$ cat src/rtl/mem_access_unit.sv
// MEM-stage load/store sequencer: alignment check, req/ack data-bus access, right-aligned load return.
// Latency: IDLE+BUSY+RESP = 3 cycles minimum, +1 per ack wait; stall holds the pipe until RESP or abort.
module mem_access_unit #(
   parameter int TIMEOUT = 16
) (
   input  logic        clk_i,
   input  logic        rst_n_i,
   input  logic        mem_valid_i,
   input  logic        mem_read_i,
   input  logic        mem_write_i,
   input  logic [1:0]  mem_size_i,
   input  logic        mem_sign_i,
   input  logic [31:0] mem_addr_i,
   input  logic [31:0] mem_wdata_i,
   output logic        stall_o,
   output logic        misalign_o,
   output logic        bus_timeout_o,
   output logic        bus_req_o,
   output logic        bus_we_o,
   output logic [31:0] bus_addr_o,
   output logic [3:0]  bus_be_o,
   output logic [31:0] bus_wdata_o,
   input  logic        bus_ack_i,
   input  logic [31:0] bus_rdata_i,
   output logic        ld_valid_o,
   output logic [31:0] ld_data_o,
   output logic [3:0]  ld_be_o,
   output logic        ld_op_o
);

   localparam logic [1:0] S_IDLE = 2'd0;
   localparam logic [1:0] S_BUSY = 2'd1;
   localparam logic [1:0] S_RESP = 2'd2;

   localparam int CW = (TIMEOUT > 1) ? $clog2(TIMEOUT) : 1;
   localparam logic [CW-1:0] CNT_LAST = (TIMEOUT > 0) ? CW'(TIMEOUT - 1) : '0;

   logic [1:0]    state_q, state_d;
   logic [CW-1:0] cnt_q, cnt_d;
   logic          we_q, we_d;
   logic [31:0]   addr_q, addr_d;
   logic [1:0]    off_q, off_d;
   logic [1:0]    size_q, size_d;
   logic          sign_q, sign_d;
   logic [3:0]    be_q, be_d;
   logic [31:0]   wdata_q, wdata_d;
   logic [31:0]   ld_data_q, ld_data_d;
   logic [3:0]    ld_be_q, ld_be_d;
   logic          ld_op_q, ld_op_d;
   logic          ld_valid_q, ld_valid_d;
   logic          misalign_q, misalign_d;
   logic          timeout_q, timeout_d;

   logic          access;
   logic          aligned;
   logic [3:0]    be_nxt;
   logic [31:0]   wdata_nxt;
   logic [3:0]    ld_code;
   logic          timeout_hit;

   assign access = mem_valid_i & (mem_read_i | mem_write_i);

   // Size 11 falls into the word case because only bit 1 is tested first.
   always_comb begin
      aligned   = 1'b1;
      be_nxt    = 4'b1111;
      wdata_nxt = mem_wdata_i;
      if (mem_size_i[1]) begin
         aligned = (mem_addr_i[1:0] == 2'b00);
      end else if (mem_size_i[0]) begin
         aligned   = ~mem_addr_i[0];
         be_nxt    = mem_addr_i[1] ? 4'b1100 : 4'b0011;
         wdata_nxt = {2{mem_wdata_i[15:0]}};
      end else begin
         be_nxt    = 4'b0001 << mem_addr_i[1:0];
         wdata_nxt = {4{mem_wdata_i[7:0]}};
      end
   end

   assign ld_code     = size_q[1] ? 4'b1111 : (size_q[0] ? 4'b1100 : 4'b1000);
   assign timeout_hit = (TIMEOUT != 0) && (cnt_q == CNT_LAST);

   always_comb begin
      state_d    = state_q;
      cnt_d      = cnt_q;
      we_d       = we_q;
      addr_d     = addr_q;
      off_d      = off_q;
      size_d     = size_q;
      sign_d     = sign_q;
      be_d       = be_q;
      wdata_d    = wdata_q;
      ld_data_d  = ld_data_q;
      ld_be_d    = ld_be_q;
      ld_op_d    = ld_op_q;
      ld_valid_d = 1'b0;
      misalign_d = 1'b0;
      timeout_d  = 1'b0;
      case (state_q)
         S_IDLE: begin
            if (access) begin
               if (aligned) begin
                  we_d    = mem_write_i;
                  addr_d  = {mem_addr_i[31:2], 2'b00};
                  off_d   = mem_addr_i[1:0];
                  size_d  = mem_size_i;
                  sign_d  = mem_sign_i;
                  be_d    = be_nxt;
                  wdata_d = wdata_nxt;
                  cnt_d   = '0;
                  state_d = S_BUSY;
               end else begin
                  misalign_d = 1'b1;
               end
            end
         end
         S_BUSY: begin
            cnt_d = cnt_q + CW'(1);
            // Ack takes priority over an expiring counter in the same cycle.
            if (bus_ack_i) begin
               state_d = S_RESP;
               if (!we_q) begin
                  ld_data_d  = bus_rdata_i >> {off_q, 3'b000};
                  ld_be_d    = ld_code;
                  ld_op_d    = sign_q;
                  ld_valid_d = 1'b1;
               end
            end else if (timeout_hit) begin
               state_d   = S_IDLE;
               timeout_d = 1'b1;
            end
         end
         S_RESP:  state_d = S_IDLE;
         default: state_d = S_IDLE;
      endcase
   end

   always_ff @(posedge clk_i or negedge rst_n_i) begin
      if (!rst_n_i) begin
         state_q    <= S_IDLE;
         cnt_q      <= '0;
         we_q       <= 1'b0;
         addr_q     <= '0;
         off_q      <= '0;
         size_q     <= '0;
         sign_q     <= 1'b0;
         be_q       <= '0;
         wdata_q    <= '0;
         ld_data_q  <= '0;
         ld_be_q    <= '0;
         ld_op_q    <= 1'b0;
         ld_valid_q <= 1'b0;
         misalign_q <= 1'b0;
         timeout_q  <= 1'b0;
      end else begin
         state_q    <= state_d;
         cnt_q      <= cnt_d;
         we_q       <= we_d;
         addr_q     <= addr_d;
         off_q      <= off_d;
         size_q     <= size_d;
         sign_q     <= sign_d;
         be_q       <= be_d;
         wdata_q    <= wdata_d;
         ld_data_q  <= ld_data_d;
         ld_be_q    <= ld_be_d;
         ld_op_q    <= ld_op_d;
         ld_valid_q <= ld_valid_d;
         misalign_q <= misalign_d;
         timeout_q  <= timeout_d;
      end
   end

   assign bus_req_o     = (state_q == S_BUSY);
   assign stall_o       = (state_q == S_BUSY) | ((state_q == S_IDLE) & access & aligned);
   assign bus_we_o      = we_q;
   assign bus_addr_o    = addr_q;
   assign bus_be_o      = be_q;
   assign bus_wdata_o   = wdata_q;
   assign misalign_o    = misalign_q;
   assign bus_timeout_o = timeout_q;
   assign ld_valid_o    = ld_valid_q;
   assign ld_data_o     = ld_data_q;
   assign ld_be_o       = ld_be_q;
   assign ld_op_o       = ld_op_q;

endmodule

$ cat config.mk
export PLATFORM = sky130hd
export DESIGN_NAME = mem_access_unit
export DESIGN_NICKNAME = d
export VERILOG_FILES = /design/src/rtl/mem_access_unit.sv
export SDC_FILE = /design/constraint.sdc
export NUM_CORES = 1
export LEC_CHECK = 0
export CAP_MARGIN = 20
export CORE_ASPECT_RATIO = 0.7
export CORE_UTILIZATION = 60
export DETAILED_ROUTE_END_ITERATION = 10
export DONT_BUFFER_PORTS = 1
export GPL_TIMING_DRIVEN = 0
export PLACE_DENSITY = 0.76
export SLEW_MARGIN = 20
export SYNTH_ARGS = -nofsm -noshare
export SYNTH_HDL_FRONTEND = slang
export SYNTH_SLANG_ARGS = --single-unit
$ cat constraint.sdc
create_clock -name clk_i -period 4.3 [get_ports clk_i]
set_input_delay 0.43 -clock clk_i [delete_from_list [all_inputs] [get_ports clk_i]]
set_output_delay 0.43 -clock clk_i [all_outputs]
set_load 0.02 [all_outputs]
# After elaboration in Yosys (flattened, before gate mapping)
# Index checks and enable logic that the tools add are counted.
word_totals:
  regBits: 118
  output_inout_bits: 111
classes:
  addsub: 1
  eq_ne: 5
  n_shift: 2
  mux: 26
  bitwise_logic: 7
  n_reduce_logical: 7
op_table:
  columns: ["cell", "count"]
  rows:
  - ["32-bit two-way mux", 2]
  - ["32-bit by 5-bit right shift with 32-bit output", 1]
  - ["4-bit two-way mux", 5]
  - ["3-bit AND reduction", 4]
  - ["1-bit two-way mux", 11]
  - ["2-bit two-way mux", 4]
  - ["4-bit one-hot mux with 2 select lines", 1]
  - ["3-bit two-way mux", 2]
  - ["4-bit by 1-bit adder with 4-bit output, second input constant", 1]
  - ["4-bit == test, second input constant", 1]
  - ["2-bit logical NOT", 2]
  - ["2-bit != test, second input constant", 2]
  - ["2-bit one-hot mux with 2 select lines", 1]
  - ["1-bit by 2-bit left shift with 4-bit output, first input constant", 1]
  - ["1-bit bitwise AND", 3]
  - ["3-bit by 1-bit != test with 1-bit output, second input constant", 1]
  - ["2-bit by 1-bit == test with 1-bit output, second input constant", 1]
  - ["1-bit NOT", 2]
  - ["1-bit bitwise OR", 2]
  - ["2-bit nonzero test", 1]

# Longest topological paths before layout
# Gate-level depths: netlist of run 1.
depth:
  ltp_word: 6
  ltp_mapped: 8
  depth_no_buf: 5

# Worst setup path before layout of run 1
# Ideal clock, no wire load.
synth_timing:
  path_kind: "reg2out"
  start: "register state_q[1]"
  end: "output port stall_o"
  arrival_ps: 1440
  t_required_ps: 3870
  setup_slack_ps: 2430
  stages_incl_launch_ff: 4
  n_path_buf: 0
  cell_sequence: "dfrtp_1 nand2b_4 or2_2 o21ai_0"
synth_between:
  elab_chain_len: 4
  word_cells_on_any_way: 5
synth_lines:
  columns: ["item", "line", "rtl"]
  rows:
  - ["from (decl)", "38", "logic [1:0] state_q, state_d;"]
  - ["from (signal assigned)", "156", "state_q <= state_d;"]
  - ["2-bit logical NOT", "175", "assign stall_o = (state_q == S_BUSY) | ((state_q == S_IDLE) & access & aligned);"]
  - ["1-bit bitwise AND (2 in series)", "175", null]
  - ["1-bit bitwise OR (*)", "175", null]
  - ["to (decl)", "15", "output logic stall_o,"]
# Mark *: on every way between the ends. The rest lies on a longest branch, timed or not.

# Worst setup path after layout of run 1
# Same ends and word-level chain as after synthesis.

==> results of run 1 <==
[final cells by class]
type | count | area (um^2)
diodes | 1 | 2.50
inverters | 4 | 15.0
clock buffers | 20 | 457
fillers | 664 | 2370
well taps | 120 | 150
multi-input cells | 400 | 2150
repair buffers | 2 | 37.5
flip-flops and latches | 117 | 2930
clock inverters | 10 | 179
plain buffers | 40 | 229
[worst paths after layout]
check / from / end / depth (start not counted)
min in group asynchronous: rst_n_i / ld_data_o[24] / 2
hold / removal: bus_ack_i / bus_timeout_o / 1
hold reg to reg: size_q[0] / size_q[0] / 2
setup reg to reg: state_q[0] / ld_data_o[10] / 7
max in group asynchronous: rst_n_i / bus_addr_o[2] / 2
setup / recovery: state_q[1] / stall_o / 3
[critical path: cells and delay by family, from the launching register on]
kind / cells / cell delay (ns)
AO/OA/AOI/OAI: 1 / 0.81
flip-flops: 1 / 0.38
AND/OR/NAND/NOR: 2 / 0.47
[logic make-up after synthesis]
logic type	after synthesis	synth area share
other cells	1	0.000706
flops	117	0.551
simple gates	243	0.185
fa+ha+maj	1	0.00235
buf+inv	44	0.0459
compound gates	103	0.117
mux	51	0.0984
[per-layer routing]
metal / vias up / global-route usage / share of wire
li1: 1904 / - / -
met1: 2057 / 0.370 / 0.40
met2: 254 / 0.469 / 0.47
met3: 43 / 0.125 / 0.10
met4: 0 / 0.148 / 0.026
met5: - / 0 / 0
[cell usage after synthesis (2+ instances only)]
cell,number
buf_2,16
o31ai_1,8
dfrtp_1,117
nor2b_1,9
buf_6,5
or3_1,2
clkbuf_1,14
o211ai_1,2
nor2_1,24
or2_2,3
a21oi_1,29
o21ai_0,45
nor3_1,2
a211oi_1,8
o21a_1,2
nand2b_1,3
mux2i_1,41
nand3_1,2
mux2_2,10
inv_1,3
buf_4,3
nand2_1,193
[per-stage QoR]
step / cell area, um^2 / hold slack [ns] / setup slack, ns / utilization / cells
floorplan: 5320 / 0.134 / 2.43 / - / 561
finish: 6140 / 0.0959 / 1.80 / 0.722 / 714
global placement: 5470 / 0.137 / 2.26 / 0.642 / 681
detailed placement: 5470 / 0.137 / 2.20 / 0.642 / 681
CTS: 6140 / 0.0785 / 1.84 / 0.721 / 713
global route: 6140 / 0.0894 / 1.79 / 0.722 / 714
[state kept, by name, indices dropped and copies added (netlist names)]
signal / count
bus_addr_o: 30
bus_wdata_o: 32
state_q: 2
ld_data_o: 32
ld_valid_o: 1
cnt_q: 4
bus_be_o: 4
ld_be_o: 3
misalign_o: 1
bus_timeout_o: 1
sign_q: 1
bus_we_o: 1
ld_op_o: 1
off_q: 2
size_q: 2
[where the power goes]
| part | leakage [uW] | internal (uW) | switching [uW] | total [uW] |
|---|---|---|---|---|
| registers | 0.00146 | 1490 | 763 | 2250 |
| clock network | 0.000315 | 1050 | 471 | 1520 |
| logic | 0.00119 | 313 | 462 | 775 |
==> results.py, run 1 <==
metrics = {
    "global_route": {
        "grt_pass1_wl_mm": 20.9,
        "grt_pass1_vias": 4127,
        "grt_overflow": 0,
        "antenna_found_initial": 1,
        "grt_use_total": 0.303,
        "grt_max_degree": 118,
    },
    "clocking": {
        "clock-root-buffer": "clkbuf_16",
        "cts.sinks": 117,
        "path_clk_slew_ns": 0.06,
        "cts_resized": 0,
        "clock_latency_ns": 0.40,
        "ctsHoldBuffers": 2,
        "htreeDepth": 4,
        "clockBufferDepth": 2,
        "cts_setup_buffers": 0,
        "cts_buffers": 17,
        "cts_tree": "yes",
    },
    "finish": {
        "final_layout_size_suffix_gt1_frac": 0.125,
        "area_growth_pct": 15.6,
        "final_common_cell": "nand2_1",
        "final_cell_mix": "nand2_1 (193), dfrtp_1 (117), o21ai_0 (45)",
        "fin_nets": 688,
    },
    "detailed_routing": {
        "drc": 0,
        "drt_iter0_drc": 274,
        "vias": 4258,
        "final_antenna_net_count": 0,
        "viasPerCell": 5.96,
        "first_pass_iters": 5,
        "wl_per_cell_um": 19.3,
        "finalWirelength_mm": 13.8,
    },
    "critical_path": {
        "required_ns": 3.87,
        "cp-end-kind": "output port",
        "cp_max_fo": 5,
        "startpoint_type": "flip-flop",
        "slowest_delay_ns": 0.81,
        "timing_worst_setup_path_type": "reg2out",
        "path_cells": "nand2b_4 > or2_2 > o21ai_0",
        "rrSetupSlack_ns": 2.20,
        "crit_slowest_cell": "o21ai_0",
        "cp.arrival_ns": 2.07,
    },
    "sta": {
        "min_period_ns": 2.50,
        "fmax_mhz": 399,
        "finalSetupViolCount": 0,
        "skew_ns": 0.00982,
        "drv_slew": 0,
        "rsz0062_at_grt": "no",
        "worst_slew_pin_slew_ns": 1.04,
        "setup_tns_ns": 0,
        "hold_viol": 0,
        "relSlewSlack": 0.300,
        "fin_crit_sh": 0.582,
    },
    "power_and_ir_drop": {
        "ir_drop_mv": 0.367,
        "power_uw": 4550,
        "leakage_uw": 0.00297,
        "p_per_area_nw_per_um2": 740,
    },
    "synthesis": {
        "synth_warnings": 0,
        "post_synth_inst_count": 560,
        "ys_seq_area_frac": 0.551,
        "netlist_top_cells_area": "dfrtp_1 (55%), nand2_1 (14%), mux2i_1 (7.7%)",
        "postSynthAreaPerCell_um2": 9.49,
        "async_reset_ff_frac": 1.00,
        "ys_seq_elements": 117,
        "netlist_area_um2": 5320,
        "synth_edf_count": 0,
        "synth.distinct_cells": 41,
        "yosys_most_used_dff": "dfrtp_1",
        "netlist.area_leader.share": 0.551,
        "yosys.area.top_type": "dfrtp_1",
    },
    "run": {
        "max-cap-violations": 0,
    },
    "outcome": {
        "status": "complete, no violations",
    },
    "min_path": {
        "hold_class": "in2reg",
    },
    "die": {
        "rows": 28,
        "start_util": 0.624,
        "io_pins": 216,
        "die_h_um": 80.7,
        "core_area_um2": 8510,
        "die_area_um2": 9240,
        "fp.dieW_um": 114,
    },
    "place": {
        "gp_congestion": 0.924,
        "io_buffer_count": 0,
        "hpwl_mm": 9.84,
    },
}
Note: power is estimated with default switching activity, not from simulation.
==> run 2: changes to the inputs <==
- clock period: 4.3 -> 2.6 ns (I/O delays scaled with it)
==> run 2 against run 1 <==
Against the previous run: routed wire length is 9.2% higher; die area stayed put; worst setup slack worse by 1.5 ns; the run now ends with hold timing left; largest power group unchanged; final area is 6.9% higher.
==> results.py, run 2 (synthesized netlist as in run 1, its figures left out) <==
metrics = {
    "critical_path": {
        "rrSetupSlack_ns": 0.48,
        "slowest_delay_ns": 0.78,
        "cp.arrival_ns": 2.03,
        "path_cells": "nand2b_4 > or2_2 > o21ai_0",
        "worstReg2RegStart": "state_q[0]",
        "ff2ff_path_depth": 7,
        "r2r-end": "ld_data_o[10]",
        "crit_slowest_cell": "o21ai_0",
        "startpoint_type": "flip-flop",
        "cp_max_fo": 5,
        "crit_family": "compound AO/OA/AOI/OAI gates",
        "critPathBufInv": 0,
        "timing_worst_setup_path_type": "reg2out",
        "cp-end-kind": "output port",
        "required_ns": 2.34,
    },
    "global_route": {
        "grt_pass1_wl_mm": 23.0,
        "grt_overflow": 0,
        "antenna_found_initial": 1,
        "grt_use_total": 0.336,
        "grt_max_degree": 118,
        "grt_pass1_vias": 4595,
    },
    "place": {
        "io_buffer_count": 0,
        "gp_congestion": 0.924,
        "hpwl_mm": 9.84,
        "placed_cells": 681,
    },
    "clocking": {
        "clock_latency_ns": 0.41,
        "cts_setup_buffers": 0,
        "cts_buffers": 17,
        "path_clk_slew_ns": 0.06,
        "clockBufferDepth": 2,
        "cts.sinks": 117,
        "clock-root-buffer": "clkbuf_16",
        "ctsHoldBuffers": 46,
        "htreeDepth": 4,
        "cts_resized": 0,
        "cts_tree": "yes",
    },
    "finish": {
        "final_common_cell": "nand2_1",
        "utilization": 0.771,
        "fin_nets": 732,
        "instances_no_fill": 758,
        "final_layout_size_suffix_gt1_frac": 0.115,
        "area_growth_pct": 23.6,
        "final_cell_mix": "nand2_1 (193), dfrtp_1 (117), dlygate4sd3_1 (46)",
    },
    "die": {
        "core_area_um2": 8510,
        "die_h_um": 80.7,
        "fp.dieW_um": 114,
        "io_pins": 216,
        "start_util": 0.624,
        "die_area_um2": 9240,
        "rows": 28,
    },
    "outcome": {
        "status": "finished with violations",
        "violations": "hold timing",
    },
    "power_and_ir_drop": {
        "seq_power_share": 0.492,
        "p_sw_uw": 2840,
        "leakage_uw": 0.00315,
        "p_per_area_nw_per_um2": 1160,
        "swShare": 0.374,
        "combinationalPowerShare": 0.175,
        "pwr-share-clk": 0.333,
        "ir_drop_mv": 0.614,
        "internal-power_uw": 4750,
    },
    "detailed_routing": {
        "viasPerCell": 5.97,
        "vias": 4529,
        "drc": 0,
        "final_antenna_net_count": 0,
        "wl_per_cell_um": 19.8,
        "first_pass_iters": 5,
        "drt_iter0_drc": 324,
        "finalWirelength_mm": 15.0,
    },
    "sta": {
        "fin_crit_sh": 0.883,
        "worst_slew_pin_slew_ns": 0.992,
        "finalSetupViolCount": 0,
        "relSlewSlack": 0.332,
        "rsz0062_at_grt": "no",
        "fmax_mhz": 436,
        "setup_tns_ns": 0,
        "drv_slew": 0,
        "hold_viol": 117,
        "min_period_ns": 2.29,
        "whs_ns": -0.450,
        "skew_ns": 0.0101,
    },
    "min_path": {
        "hold_class": "in2async",
    },
    "run": {
        "max-cap-violations": 0,
    },
}
-- run 2: changes by cell type in the layout (fill, tap and decap cells not counted), sizes merged --
cell | before | now
buf | 26 | 25
dlygate4sd3 | 1 | 46
-- run 2: power by group through the flow --
stage / Combinational (uW) / Clock [uW] / Sequential [uW]
global placement: 1150 / 0 / 3710
global route: 1490 / 2640 / 3800
CTS: 1300 / 2550 / 3720
detailed placement: 1230 / 0 / 3730
floorplan: 986 / 0 / 3550
finish: 1320 / 2530 / 3730
-- run 2: layer usage --
| metal | up-vias | GRT usage | wire length [um] |
|---|---|---|---|
| met1 | 2206 | 0.402 | 5810 |
| met3 | 38 | 0.128 | 1660 |
| met4 | 0 | 0.162 | 322 |
| li1 | 1995 | - | - |
| met2 | 290 | 0.541 | 7250 |
| met5 | - | 0 | 0 |
-- run 2: final cells by class --
cell class                 instances  area [um^2]
timing repair buffer              46          460
buffer                            40          229
fill                             575         1950
antenna                            1         2.50
sequential                       117         2930
multi-input combinational        400         2150
clock inverter                    10          179
inverter                           4         15.0
tap                              120          150
clock buffer                      20          457
-- run 2: how the worst max path moves through the flow --
stage	from	slack, ns	to	depth (start not counted)
2_1_floorplan	state_q[1]	0.84	cnt_q[3]	4
3_3_place_gp	state_q[0]	0.56	ld_data_o[8]	7
3_5_place_dp	state_q[0]	0.50	ld_data_o[8]	7
4_1_cts	state_q[1]	0.31	stall_o	3
5_1_grt	state_q[1]	0.27	stall_o	3
6_report	state_q[1]	0.31	stall_o	3
-- run 2: metrics by stage --
stage               hold WS [ns]  total power [uW]  setup slack (ns)  instance area (um^2)
detailed placement       -0.0332              4960             0.500                  5470
global placement         -0.0334              4860             0.559                  5470
finish                    -0.450              7590             0.305                  6570
CTS                       -0.462              7560             0.309                  6570
floorplan                -0.0356              4530             0.841                  5320
global route              -0.466              7930             0.266                  6570
==> run 3: changes to the inputs <==
- CORE_UTILIZATION: 60 -> 57
- PLACE_DENSITY: 0.76 -> 0.75
- clock period: 2.6 -> 2.1 ns (I/O delays scaled with it)
==> run 3 against run 2 <==
Against the previous run: largest power group unchanged; clock-buffer cell count down 1; hold slack worse by 0.048 ns; the flow still finishes with violations (hold timing); largest cell class unchanged; highest routed layer unchanged; combinational power up 25%.
==> results.py, run 3 (synthesized netlist as in run 1, its figures left out) <==
metrics = {
    "outcome": {
        "status": "finished with violations",
        "violations": "hold timing",
    },
    "detailed_routing": {
        "viasPerCell": 5.74,
        "drt_iter0_drc": 313,
        "finalWirelength_mm": 14.8,
        "first_pass_iters": 5,
        "final_antenna_net_count": 0,
        "drc": 0,
        "vias": 4399,
        "wl_per_cell_um": 19.3,
    },
    "power_and_ir_drop": {
        "internal-power_uw": 5600,
        "pwr-share-clk": 0.314,
        "swShare": 0.386,
        "p_per_area_nw_per_um2": 1390,
        "combinationalPowerShare": 0.181,
        "ir_drop_mv": 0.749,
        "leakage_uw": 0.00313,
        "seq_power_share": 0.505,
        "p_sw_uw": 3520,
        "power_uw": 9120,
    },
    "die": {
        "core_area_um2": 9070,
        "die_h_um": 82.8,
        "io_pins": 216,
        "rows": 29,
        "fp.dieW_um": 117,
        "die_area_um2": 9720,
        "start_util": 0.586,
    },
    "global_route": {
        "grt_max_degree": 118,
        "grt_overflow": 0,
        "grt_pass1_wl_mm": 22.1,
        "grt_pass1_vias": 4300,
        "antenna_found_initial": 0,
        "grt_use_total": 0.304,
    },
    "finish": {
        "final_common_cell": "nand2_1",
        "final_cell_mix": "nand2_1 (193), dfrtp_1 (117), dlygate4sd3_1 (50)",
        "antennaDiodeCount": 0,
        "fillers": 644,
        "final_layout_size_suffix_gt1_frac": 0.120,
        "area_growth_pct": 23.5,
        "instances_no_fill": 766,
        "utilization": 0.724,
        "fin_nets": 735,
    },
    "place": {
        "io_buffer_count": 0,
        "placed_cells": 685,
        "gp_congestion": 0.833,
        "hpwl_mm": 9.74,
    },
    "critical_path": {
        "startpoint_type": "flip-flop",
        "timing_worst_setup_path_type": "reg2out",
        "cp-end-kind": "output port",
        "required_ns": 1.89,
        "cp.arrival_ns": 1.79,
        "cp_max_fo": 5,
    },
    "clocking": {
        "clock-root-buffer": "clkbuf_16",
        "cts_tree": "yes",
        "ctsHoldBuffers": 50,
        "path_clk_slew_ns": 0.06,
        "clockBufferDepth": 2,
        "clock_latency_ns": 0.40,
        "htreeDepth": 4,
        "cts_setup_buffers": 0,
        "cts.sinks": 117,
        "cts_buffers": 17,
    },
    "min_path": {
        "hold_class": "in2async",
    },
    "sta": {
        "hold_viol": 117,
        "setup_tns_ns": 0,
        "min_period_ns": 2.00,
        "finalSetupViolCount": 0,
        "whs_ns": -0.498,
        "fmax_mhz": 501,
        "fin_crit_sh": 0.950,
        "rsz0062_at_grt": "no",
        "relSlewSlack": 0.522,
        "worst_slew_pin_slew_ns": 0.716,
        "skew_ns": 0.00958,
        "drv_slew": 0,
    },
    "run": {
        "max-cap-violations": 0,
    },
}
## run 3: cell count changes in the layout (fill, tap and decap cells not counted), sizes merged
cell,before,now
diode,1,0
clkinvlp,0,4
bufinv,5,3
clkbuf,35,33
inv,4,5
dlygate4sd3,46,50
## run 3: power by group through the flow
stage | Clock [uW] | Sequential (uW) | Combinational (uW)
2_1_floorplan | 0 | 4390 | 1220
3_3_place_gp | 0 | 4600 | 1430
3_5_place_dp | 0 | 4610 | 1530
4_1_cts | 2890 | 4600 | 1610
5_1_grt | 3010 | 4700 | 1860
6_report | 2860 | 4610 | 1650
## run 3: worst max-delay path, cell delays in order, from the launching register on
cell and delay, ns:
dfrtp_1 0.38, nand2b_4 0.17, or2_2 0.31, o21ai_1 0.53
## run 3: metrics by stage
stage	setup slack [ns]	hold slack, ns	cell area, um^2
after floorplan	0.341	-0.0856	5320
after CTS	0.0710	-0.514	6570
final	0.104	-0.498	6560
after detailed placement	0.00484	-0.0843	5470
after global routing	0.0400	-0.517	6560
after global placement	0.0617	-0.0840	5470
## run 3: cell type report
cell class,instances,area [um^2],share of cell area
flip-flops and latches,117,2930,0.446
multi-input cells,400,2150,0.327
clock buffers,19,433,0.0660
plain buffers,39,228,0.0347
inverters,4,15.0,0.00229
clock inverters,13,158,0.0240
repair buffers,50,500,0.0762
well taps,124,155,0.0236
## run 3: worst paths after layout
check | start | endpoint | slack [ns] | depth (start not counted)
setup / recovery | state_q[1] | stall_o | 0.10 | 3
hold / removal | rst_n_i | ld_data_o[23] | -0.50 | 0
setup reg to reg | state_q[0] | ld_data_o[4] | 0.23 | 6
hold reg to reg | size_q[0] | size_q[0] | 0.49 | 2
max in group asynchronous | rst_n_i | bus_be_o[3] | 2.44 | 0
min in group clk_i | mem_wdata_i[2] | bus_wdata_o[18] | 0.01 | 2
## run 3: metal layers
metal | global-route usage | share of wire | vias to the layer above
met3 | 0.114 | 0.10 | 19
met1 | 0.383 | 0.40 | 2137
li1 | - | - | 1992
met5 | 0 | 0 | -
met4 | 0.0909 | 0.010 | 0
met2 | 0.495 | 0.48 | 251
## run 3: what timing repair did
item                                    in CTS  in global routing
resized for setup                            2                  3
endpoints found under the setup margin       5                 33
hold endpoints to repair                   169                117
